**src/rtl/zxuno_regbus_ctrl.sv**
```systemverilog
// ZX-UNO register bus controller: decodes CPU I/O cycles on the address/data ports,
// holds the selected register number and returns peripheral read data to the CPU.
module zxuno_regbus_ctrl #(
    parameter int          NSLAVES   = 8,
    parameter logic [15:0] ADDR_PORT = 16'hFC3B,
    parameter logic [15:0] DATA_PORT = 16'hFD3B,
    parameter logic [7:0]  ADDR_RST  = 8'h00
) (
    input  logic                   clk,
    input  logic                   rst_n,
    input  logic [15:0]            cpu_a,
    input  logic                   cpu_iorq_n,
    input  logic                   cpu_rd_n,
    input  logic                   cpu_wr_n,
    input  logic [7:0]             cpu_din,
    output logic [7:0]             cpu_dout,
    output logic                   cpu_oe_n,
    output logic [7:0]             zxuno_addr,
    output logic                   zxuno_regrd,
    output logic                   zxuno_regwr,
    output logic [7:0]             zxuno_wdata,
    output logic                   regaddr_changed,
    input  logic [8*NSLAVES-1:0]   slv_dout,
    input  logic [NSLAVES-1:0]     slv_oe_n,
    output logic                   conflict
);

    typedef enum logic [1:0] {
        ST_HOLD   = 2'd0,
        ST_IDLE   = 2'd1,
        ST_RDADDR = 2'd2,
        ST_RDDATA = 2'd3
    } state_t;

    // Lowest-index responding slave wins; nobody responding reads as 8'hFF.
    function automatic logic [7:0] mux_read(input logic [8*NSLAVES-1:0] dout,
                                            input logic [NSLAVES-1:0] oe_n);
        logic [7:0] result;
        logic       found;
        result = 8'hFF;
        found  = 1'b0;
        for (int k = 0; k < NSLAVES; k++) begin
            if (!oe_n[k] && !found) begin
                result = dout[8*k +: 8];
                found  = 1'b1;
            end
        end
        return result;
    endfunction

    function automatic logic multi_drive(input logic [NSLAVES-1:0] oe_n);
        logic found;
        logic multi;
        found = 1'b0;
        multi = 1'b0;
        for (int k = 0; k < NSLAVES; k++) begin
            multi = multi | (found & ~oe_n[k]);
            found = found | ~oe_n[k];
        end
        return multi;
    endfunction

    logic        iorq_meta_r, rd_meta_r, wr_meta_r;
    logic        iorq_sync_r, rd_sync_r, wr_sync_r;
    logic [15:0] a_r;
    logic [7:0]  din_r;
    logic        rd_s, wr_s, acc_s;
    logic [7:0]  mux_dout_s;
    logic        multi_s;
    state_t      state_r;

    // Strobe synchroniser; left out of reset so a strobe held through reset is still seen.
    always_ff @(posedge clk) begin
        iorq_meta_r <= cpu_iorq_n;
        rd_meta_r   <= cpu_rd_n;
        wr_meta_r   <= cpu_wr_n;
        iorq_sync_r <= iorq_meta_r;
        rd_sync_r   <= rd_meta_r;
        wr_sync_r   <= wr_meta_r;
        a_r         <= cpu_a;
        din_r       <= cpu_din;
    end

    assign rd_s       = ~iorq_sync_r & ~rd_sync_r;
    assign wr_s       = ~iorq_sync_r & ~wr_sync_r;
    assign acc_s      = rd_s | wr_s;
    assign mux_dout_s = mux_read(slv_dout, slv_oe_n);
    assign multi_s    = multi_drive(slv_oe_n);

    // Access sequencer with registered bus outputs.
    always_ff @(posedge clk) begin
        if (!rst_n) begin
            state_r         <= ST_HOLD;
            zxuno_addr      <= ADDR_RST;
            zxuno_regrd     <= 1'b0;
            zxuno_regwr     <= 1'b0;
            zxuno_wdata     <= 8'h00;
            regaddr_changed <= 1'b0;
            conflict        <= 1'b0;
            cpu_oe_n        <= 1'b1;
            cpu_dout        <= 8'hFF;
        end else begin
            zxuno_regwr     <= 1'b0;
            regaddr_changed <= 1'b0;
            case (state_r)
                ST_HOLD: begin
                    if (!acc_s) begin
                        state_r <= ST_IDLE;
                    end
                end
                ST_IDLE: begin
                    // Write wins over a simultaneous read.
                    if (wr_s) begin
                        if (a_r == ADDR_PORT) begin
                            zxuno_addr      <= din_r;
                            regaddr_changed <= 1'b1;
                            state_r         <= ST_HOLD;
                        end else if (a_r == DATA_PORT) begin
                            zxuno_wdata <= din_r;
                            zxuno_regwr <= 1'b1;
                            state_r     <= ST_HOLD;
                        end
                    end else if (rd_s) begin
                        if (a_r == ADDR_PORT) begin
                            cpu_oe_n <= 1'b0;
                            cpu_dout <= zxuno_addr;
                            state_r  <= ST_RDADDR;
                        end else if (a_r == DATA_PORT) begin
                            zxuno_regrd <= 1'b1;
                            cpu_oe_n    <= 1'b0;
                            cpu_dout    <= mux_dout_s;
                            state_r     <= ST_RDDATA;
                        end
                    end
                end
                ST_RDADDR: begin
                    if (rd_s) begin
                        cpu_oe_n <= 1'b0;
                        cpu_dout <= zxuno_addr;
                    end else begin
                        cpu_oe_n <= 1'b1;
                        cpu_dout <= 8'hFF;
                        state_r  <= ST_IDLE;
                    end
                end
                ST_RDDATA: begin
                    conflict <= conflict | multi_s;
                    if (rd_s) begin
                        zxuno_regrd <= 1'b1;
                        cpu_oe_n    <= 1'b0;
                        cpu_dout    <= mux_dout_s;
                    end else begin
                        zxuno_regrd <= 1'b0;
                        cpu_oe_n    <= 1'b1;
                        cpu_dout    <= 8'hFF;
                        state_r     <= ST_IDLE;
                    end
                end
                default: begin
                    state_r <= ST_HOLD;
                end
            endcase
        end
    end

endmodule

```
**config.mk**
```make
export PLATFORM = sky130hd
export DESIGN_NAME = zxuno_regbus_ctrl
export DESIGN_NICKNAME = d
export VERILOG_FILES = /design/src/rtl/zxuno_regbus_ctrl.sv
export SDC_FILE = /design/constraint.sdc
export NUM_CORES = 1
export LEC_CHECK = 0
export CAP_MARGIN = 20
export CORE_MARGIN = 2
export CORE_UTILIZATION = 35
export DETAILED_ROUTE_END_ITERATION = 12
export PLACE_DENSITY = 0.73
export SLEW_MARGIN = 20
export SYNTH_ARGS = -nofsm -noshare
export SYNTH_HDL_FRONTEND = slang
export SYNTH_SLANG_ARGS = --single-unit
```
**constraint.sdc**
```tcl
create_clock -name clk -period 1.8 [get_ports clk]
set_input_delay 0.36 -clock clk [delete_from_list [all_inputs] [get_ports clk]]
set_output_delay 0.36 -clock clk [all_outputs]
set_load 0.01 [all_outputs]
```
Yosys cells after proc, flatten, opt, wreduce, memory -nomap -nowiden:

Cells that the tools add are included.

* eq/ne operators: 13
* mux-type cells: 45
* bitwise gates (word level): 38
* reduce and logical (&&, ||, !) cells: 33

Operators by type and width (count)
* two-way mux 8 bit: 14
* == test 16 bit (second input constant): 2
* one-hot mux 8 bit (3 select lines): 1
* two-way mux 1 bit: 19
* two-way mux 2 bit: 8
* AND reduction 4 bit: 4
* inverter 1 bit: 15
* bitwise OR 1 bit: 14
* logical NOT 1 bit: 13
* inequality test 2 bit (second input constant): 6
* AND 1 bit: 9
* logical AND 1 bit: 7
* inequality test 3 bit (second input constant): 2
* one-hot mux 2 bit (3 select lines): 1
* AND reduction 3 bit: 2
* AND reduction 5 bit: 1
* == test 2 bit (second input constant): 2
* one-hot mux 1 bit (2 select lines): 2
* nonzero test 2 bit: 2
* OR reduction 4 bit: 1
* nonzero test 3 bit: 1
* == test 2 x 1 -> 1 bit (second input constant): 1
* logical NOT 2 bit: 1
* OR reduction 2 bit: 1

* register bits: 61
* input bits: 101
* output and inout bits: 29
* word-level logic and storage cells: 146

Logic depth before layout (Yosys ltp):

Gate-level depths: netlist (run 1).

* depth after elaboration: 26
* mapped depth: 7
* mapped depth without buffers: 5

Worst setup path before layout (run 1):

No wires, ideal clock.

* path type: reg2reg
* start point: register a_r[1]
* end point: register cpu_dout[4]
* setup time: 0.141 ns
* arrival time: 1.609 ns
* required time: 1.659 ns
* path slack: 0.050 ns
* stages on the path, launching flop included: 8
* clock period less this slack: 1.750 ns
* path through: dfxtp_1 -> nand4b_4 -> or4_4 -> o21ba_1 -> buf_6 -> buf_6 -> nand2_1 -> o221ai_1

* longest elaborated chain between the ends: 5
* elaborated cells between the ends (all ways): 8
* those cells by class: 3 x eq/ne; 4 x mux; 1 x reduce/logical

Ends and longest elaborated chain
* start, declared: RTL line 65 `logic [15:0] a_r;`
* start signal, assigned: RTL line 80 `a_r <= cpu_a;`
* == test 16 bit: RTL line 124 `if (a_r == ADDR_PORT) begin`
* two-way mux 8 bit: RTL line 124
* two-way mux 8 bit: RTL line 123 `end else if (rd_s) begin`
* two-way mux 8 bit: RTL line 113 `if (wr_s) begin`
* one-hot mux 8 bit (3 select lines): RTL line 105 `case (state_r)`
* end signal, assigned: RTL line 126 `cpu_dout <= zxuno_addr;`
* end signal, assigned: RTL line 131 `cpu_dout <= mux_dout_s;`
* end signal, assigned: RTL line 139 `cpu_dout <= zxuno_addr;`
* end, declared: RTL line 16 `output logic [7:0] cpu_dout,`

Several ways; a longest one is shown, not always the timed one. The select of a mux whose other input is x is not followed.
A chain may end at the register's enable or synchronous reset.

Worst setup path in the final report (run 1):

* start point: register a_r[13]
* end point: register cpu_dout[0]

The elaborated chain is that of the path after synthesis.

==> out/results.txt, run 1 <==
status - complete, no violations
global route total overflow - 0
placed cell areas - 4470 um^2
Hold EP - rd_sync_r
n_diodes - 0
final setup fails - 0
largest net degree at the start of global routing - 19
leakage - 0.00190 uW
Max Cap Violations - 0
hold path depth - 0
gr usage total - 20.6%
power per cell area - 625 nW/um^2
setup ws final - 0.0438 ns
crit end category - flip-flop
synthesis-stage register bit count - 61
vias in the first global route - 2897
CTS H-tree lvls - 3
most common cell in the synthesized netlist - dfxtp_1
dpl hpwl - 6.99 mm
Wirelength per Cell - 15.8 um
Max transition margin - 69.9%
Hold Crit Class - reg2reg
Die Wd - 93.2 um
row count - 32
fillers - 650
startpoint class of the critical path - flip-flop
Hold Startpoint - rd_meta_r
r2r setup slk - 0.04 ns
Sequential Area - 1220 um^2
total wire length - 8.95 mm
mapped cell area - 2780 um^2
die area - 8680 um^2
Worst VDD drop - 0.568 mV
Synth cell types - 51
input/output buffers - 129
syn_nets - 397
CTS Sinks - 61
CTS tree - yes
post-synth top area cell - dfxtp_1
layout cells sized above 1 - 17.8%
average cell area after synthesis - 9.40 um^2
core area - 7730 um^2
synth cell count leaders - dfxtp_1 (61), nor2b_1 (24), mux2i_1 (20)
share of the synthesized area in the top cell type - 43.9%
final worst-path cycle share - 97.6%
Fin. Hold Viols - 0
DRT Pass-1 Iters - 4
Initial Util - 36.0%
Post-route DRC - 0
deepest clock path buffer count - 2
Comb power frac - 15.8%
Syn-to-layout area delta - 69.7%
ys flop type - dfxtp_1
R2R Path Start - a_r[13]
WHS - 0.327 ns
clock power share - 36.3%
number of buffers created by CTS - 9
EDFF count, synth - 0
critical path required time - 2.02 ns
Via density - 5.10
multi-input logic area - 1530 um^2
Net Sw Frac - 23.2%
Crit Path Max Fanout - 9
ranking of synthesized cells by area - dfxtp_1 (44%), mux2i_1 (7.2%), nor2b_1 (5.4%)
Ports - 130
Critical R2R Capture - cpu_dout[0]
Worst Path Arrival - 1.97 ns
P_sw - 685 uW
critical path type - reg2reg
Clock transition at path regs - 0.07 ns
Seq pwr share - 47.9%
initial antenna violation count - 0
Synth Warn # - 0
clk root buf - clkbuf_8
fmax - 0.569 GHz
Post-synth ARST share - 0%
Min Clock Period, post-route - 1.76 ns
post-route cell area - 4720 um^2
first-pass GRT wire length - 14.1 mm
DRT iter0 DRCs - 124
Clock Skews - 0.00885 ns
max-slew violations - 0
Cells after Synth - 296
Routed Antenna Nets - 0
detailed-route via count - 2896
sequential area share after synthesis - 43.9%
GP Congestion - 0.848
reg2reg path depth - 6
Place WS - -0.283 ns
slew of the pin with the lowest slew margin - 0.451 ns
Clock Latency Late Sink - 0.33 ns
nets - 563
internal power - 2270 uW
Die Y - 93.2 um
RSZ-0062 raised after global routing - yes
[power by group through the flow]
stage               combinational [uW]  clock (uW)  sequential [uW]
floorplan                          150           0             1430
global placement                   454           0             1440
detailed placement                 458           0             1440
CTS                                462        1090             1410
global route                       501        1160             1420
finish                             468        1070             1410
[flip-flops by register name, summed over array words and instances, names as in the netlist]
name and flops:
a_r 16, cpu_dout 8, din_r 8, zxuno_addr 8, zxuno_wdata 8, state_r 2, conflict 1, cpu_oe_n 1
iorq_meta_r 1, iorq_sync_r 1, rd_meta_r 1, rd_sync_r 1, regaddr_changed 1, wr_meta_r 1, wr_sync_r 1, zxuno_regrd 1
zxuno_regwr 1
[timing repair]
action | 4_1_cts | 5_1_grt
endpoints found under the hold margin | 0 | 0
cloned | 0 | 0
pin swaps | 2 | 5
setup buffers | 0 | 0
hold buffers | 0 | 0
resized for setup | 9 | 12
setup endpoints to repair | 9 | 11
[area by class of cell]
type                       instances  share of cell area (%)
clock inverter                     3                   0.450
inverter                           5                   0.397
multi-input combinational        211                    32.4
tap                              102                    2.70
sequential                        61                    25.9
clock buffer                      12                    3.28
timing repair buffer             174                    34.8
[critical path, cell delays in order (launching register included)]
cell	delay [ns]
dfxtp_1	0.35
nand4_1	0.11
or4_4	0.57
o31ai_4	0.23
buf_12	0.16
nand3b_1	0.14
a31oi_1	0.09
[cell usage in the layout (no fill, tap or decap), types with 3 or more instances in the layout]
cell,synthesis,routed
a31oi_1,5,5
nand2_1,15,15
nand3_1,9,9
nor2_1,17,15
dfxtp_1,61,59
a211oi_1,4,3
nand2b_1,15,15
buf_4,0,43
o21ai_0,8,8
a21oi_1,11,8
and2_1,3,3
mux2i_1,20,20
o21a_1,3,3
o211ai_1,3,3
clkdlybuf4s50_1,0,129
clkbuf_8,0,11
nand3b_1,5,5
inv_1,5,5
nor3b_1,5,3
o22ai_1,8,8
nor3_1,8,7
o221ai_1,8,7
o221ai_2,2,3
nor2b_1,24,24
[routing by layer]
layer	wire length, um	GRT usage (%)	share of wire [%]
met1	4030	26.1	45
met2	4270	34.5	48
met3	494	5.16	5.5
met4	151	6.86	1.7
met5	0	0	0
[stage by stage]
step / setup TNS [ns] / util, % / total power (uW) / std cells
after CTS: 0 / 60.4 / 2970 / 568
after global routing: -0.156 / 61.1 / 3080 / 568
after floorplan: 0 / - / 1580 / 296
after detailed placement: -2.37 / 57.8 / 1900 / 553
after global placement: -2.11 / 57.8 / 1890 / 553
final: 0 / 61.1 / 2950 / 568
[worst max-delay path by stage]
| stage | endpoint | start |
|---|---|---|
| floorplan | cpu_dout[4] | a_r[1] |
| global placement | cpu_dout[3] | slv_oe_n[3] |
| detailed placement | conflict | slv_oe_n[1] |
| CTS | cpu_dout[4] | a_r[2] |
| global route | cpu_dout[0] | a_r[7] |
| finish | cpu_dout[0] | a_r[13] |
[cells by family (layout without fill, tap and decap cells)]
logic type / after synthesis / count (layout) / synth area share (%)
adder cells (fa/ha/maj): 2 / 2 / 0.719
buffers and inverters: 24 / 194 / 3.78
AND/OR/NAND/NOR: 118 / 118 / 25.3
AO/OA/AOI/OAI: 71 / 71 / 19.1
flip-flops: 61 / 61 / 43.9
multiplexers: 20 / 20 / 7.19
Note: power is estimated with default switching activity, not from simulation.
==> run 2: changes to the inputs <==
--- a/config.mk
+++ b/config.mk
@@ -9,6 +9,7 @@
 export CORE_MARGIN = 2
 export CORE_UTILIZATION = 35
 export DETAILED_ROUTE_END_ITERATION = 12
+export MAX_ROUTING_LAYER = met4
 export PLACE_DENSITY = 0.73
 export SLEW_MARGIN = 20
 export SYNTH_ARGS = -nofsm -noshare
==> run 2 against run 1 <==
Net effect:
- non-clock buffer count did not move
- first-iteration DRC count rose by 27%
- cell count did not move
- register-to-register slack barely moved
- sequential share of layout area fell by 0.068 points
- critical endpoint unchanged
- critical path depth did not move
- critical path type unchanged
- hold slack barely moved
- sequential cell count did not move
- fmax fell by 0.13%
- largest power group unchanged
- utilization rose by 0.16 points
==> out/results.txt, run 2 (same netlist as run 1, synthesis figures left out) <==
final setup fails - 0
largest net degree at the start of global routing - 19
max-slew violations - 0
row count - 32
CTS Sinks - 61
Final Util - 61.3%
nets - 563
Worst Path Arrival - 1.98 ns
slew of the pin with the lowest slew margin - 0.452 ns
Reg with most FFs - a_r
CTS H-tree lvls - 3
most common cell after layout, fill and taps aside - clkdlybuf4s50_1
Routed Antenna Nets - 0
dpl hpwl - 6.99 mm
RSZ-0062 raised after global routing - yes
Die Wd - 93.2 um
Hold EP - rd_sync_r
Min Clock Period, post-route - 1.76 ns
n_diodes - 0
most frequent cells in the layout - clkdlybuf4s50_1 (127), dfxtp_1 (59), buf_4 (43), nor2b_1 (24), mux2i_1 (20)
input/output buffers - 129
fmax - 0.569 GHz
number of buffers created by CTS - 9
TNS Setup - 0 ns
DRT iter0 DRCs - 157
setup bufs post-CTS - 0
critical path required time - 2.02 ns
critical path type - reg2reg
number of flip-flops in the largest register - 16
core area - 7730 um^2
Initial Util - 36.0%
global route total overflow - 0
Critical R2R Capture - cpu_dout[0]
vias in the first global route - 2890
CTS tree - yes
Syn-to-layout area delta - 70.2%
Hold Crit Class - reg2reg
Post-route DRC - 0
clk root buf - clkbuf_8
Ports - 130
startpoint class of the critical path - flip-flop
Die Y - 93.2 um
Crit Path Max Fanout - 9
Worst VDD drop - 0.567 mV
leakage - 0.00192 uW
Fin. Hold Viols - 0
Clock Skews - 0.00878 ns
initial antenna violation count - 0
reg2reg path depth - 6
DRT Pass-1 Iters - 4
Clock transition at path regs - 0.07 ns
Clock Latency Late Sink - 0.33 ns
layout cells sized above 1 - 18.0%
status - complete, no violations
die area - 8680 um^2
Max transition margin - 69.8%
R2R Path Start - a_r[13]
gr usage total - 21.3%
Hold Startpoint - rd_meta_r
hold path depth - 0
first-pass GRT wire length - 14.2 mm
CTS hold repair buffers - 0
deepest clock path buffer count - 2
power per cell area - 624 nW/um^2
Via density - 5.08
crit end category - flip-flop
Max Cap Violations - 0
GP Congestion - 0.861
final worst-path cycle share - 97.7%
total wire length - 8.98 mm
Wirelength per Cell - 15.8 um
r2r setup slk - 0.04 ns
detailed-route via count - 2884
==> run 2: changes by cell type in the layout (fill, tap and decap cells not counted), sizes merged <==
cell,previous run,this run
dlymetal6s2s,0,2
clkdlybuf4s50,129,127
==> run 2: area by class of cell <==
class / instances / area, um^2
Sequential cell: 61 / 1220
Fill cell: 645 / 2990
Multi-Input combinational cell: 211 / 1540
Inverter: 5 / 18.8
Clock buffer: 12 / 155
Tap cell: 102 / 128
Timing Repair Buffer: 174 / 1650
Clock inverter: 3 / 21.3
==> run 2: how the worst max path moves through the flow <==
stage / from / to / slack (ns) / depth (start not counted)
CTS: a_r[2] / cpu_dout[4] / 0.005 / 6
detailed placement: slv_oe_n[1] / conflict / -0.28 / 7
global route: a_r[7] / cpu_dout[0] / -0.03 / 6
floorplan: a_r[1] / cpu_dout[4] / 0.05 / 7
finish: a_r[13] / cpu_dout[0] / 0.04 / 6
global placement: slv_oe_n[3] / cpu_dout[3] / -0.25 / 7
==> run 2: where the power goes <==
| group | switching (uW) | total, uW | internal [uW] | leakage (uW) |
|---|---|---|---|---|
| clock network | 505 | 1070 | 567 | 0.0000884 |
| registers | 23.9 | 1410 | 1390 | 0.000503 |
| logic | 158 | 469 | 310 | 0.00133 |
| total | 687 | 2950 | 2270 | 0.00192 |
==> run 2: repair_timing <==
action	in CTS	in global routing
setup endpoints to repair	9	11
pin swaps	2	6
gates resized for setup	9	16
==> run 2: through the flow <==
| step | instances | area [um^2] | setup slack [ns] | power, uW | hold WS, ns |
|---|---|---|---|---|---|
| 2_1_floorplan | 296 | 2780 | 0.0504 | 1580 | 0.310 |
| 3_5_place_dp | 553 | 4470 | -0.283 | 1900 | 0.312 |
| 3_3_place_gp | 553 | 4470 | -0.253 | 1890 | 0.312 |
| 5_1_grt | 568 | 4740 | -0.0322 | 3080 | 0.334 |
| 6_report | 568 | 4740 | 0.0415 | 2950 | 0.327 |
| 4_1_cts | 568 | 4670 | 0.00486 | 2970 | 0.327 |
==> run 2: critical path: stages (launching register included) <==
cell and delay, ns:
dfxtp_1 0.35, nand4_1 0.11, or4_4 0.57, o31ai_4 0.23
buf_12 0.16, nand3b_1 0.14, a31oi_1 0.09
==> run 2: metal layers <==
layer	share of wire (%)	routed length (um)	global-route usage (%)	up-vias
li1	-	-	-	1416
met1	45	4000	26.4	1349
met2	48	4300	34.6	103
met3	6.0	539	5.08	16
met4	1.6	145	6.50	0
met5	0	0	-	-
==> run 3: changes to the inputs <==
--- a/config.mk
+++ b/config.mk
@@ -11,7 +11,7 @@
 export DETAILED_ROUTE_END_ITERATION = 12
 export MAX_ROUTING_LAYER = met4
 export PLACE_DENSITY = 0.73
-export SLEW_MARGIN = 20
+export SLEW_MARGIN = 25
 export SYNTH_ARGS = -nofsm -noshare
 export SYNTH_HDL_FRONTEND = slang
 export SYNTH_SLANG_ARGS = --single-unit
==> results of run 3 <==
Final layout, timing and power as in run 2 (identical DEF).
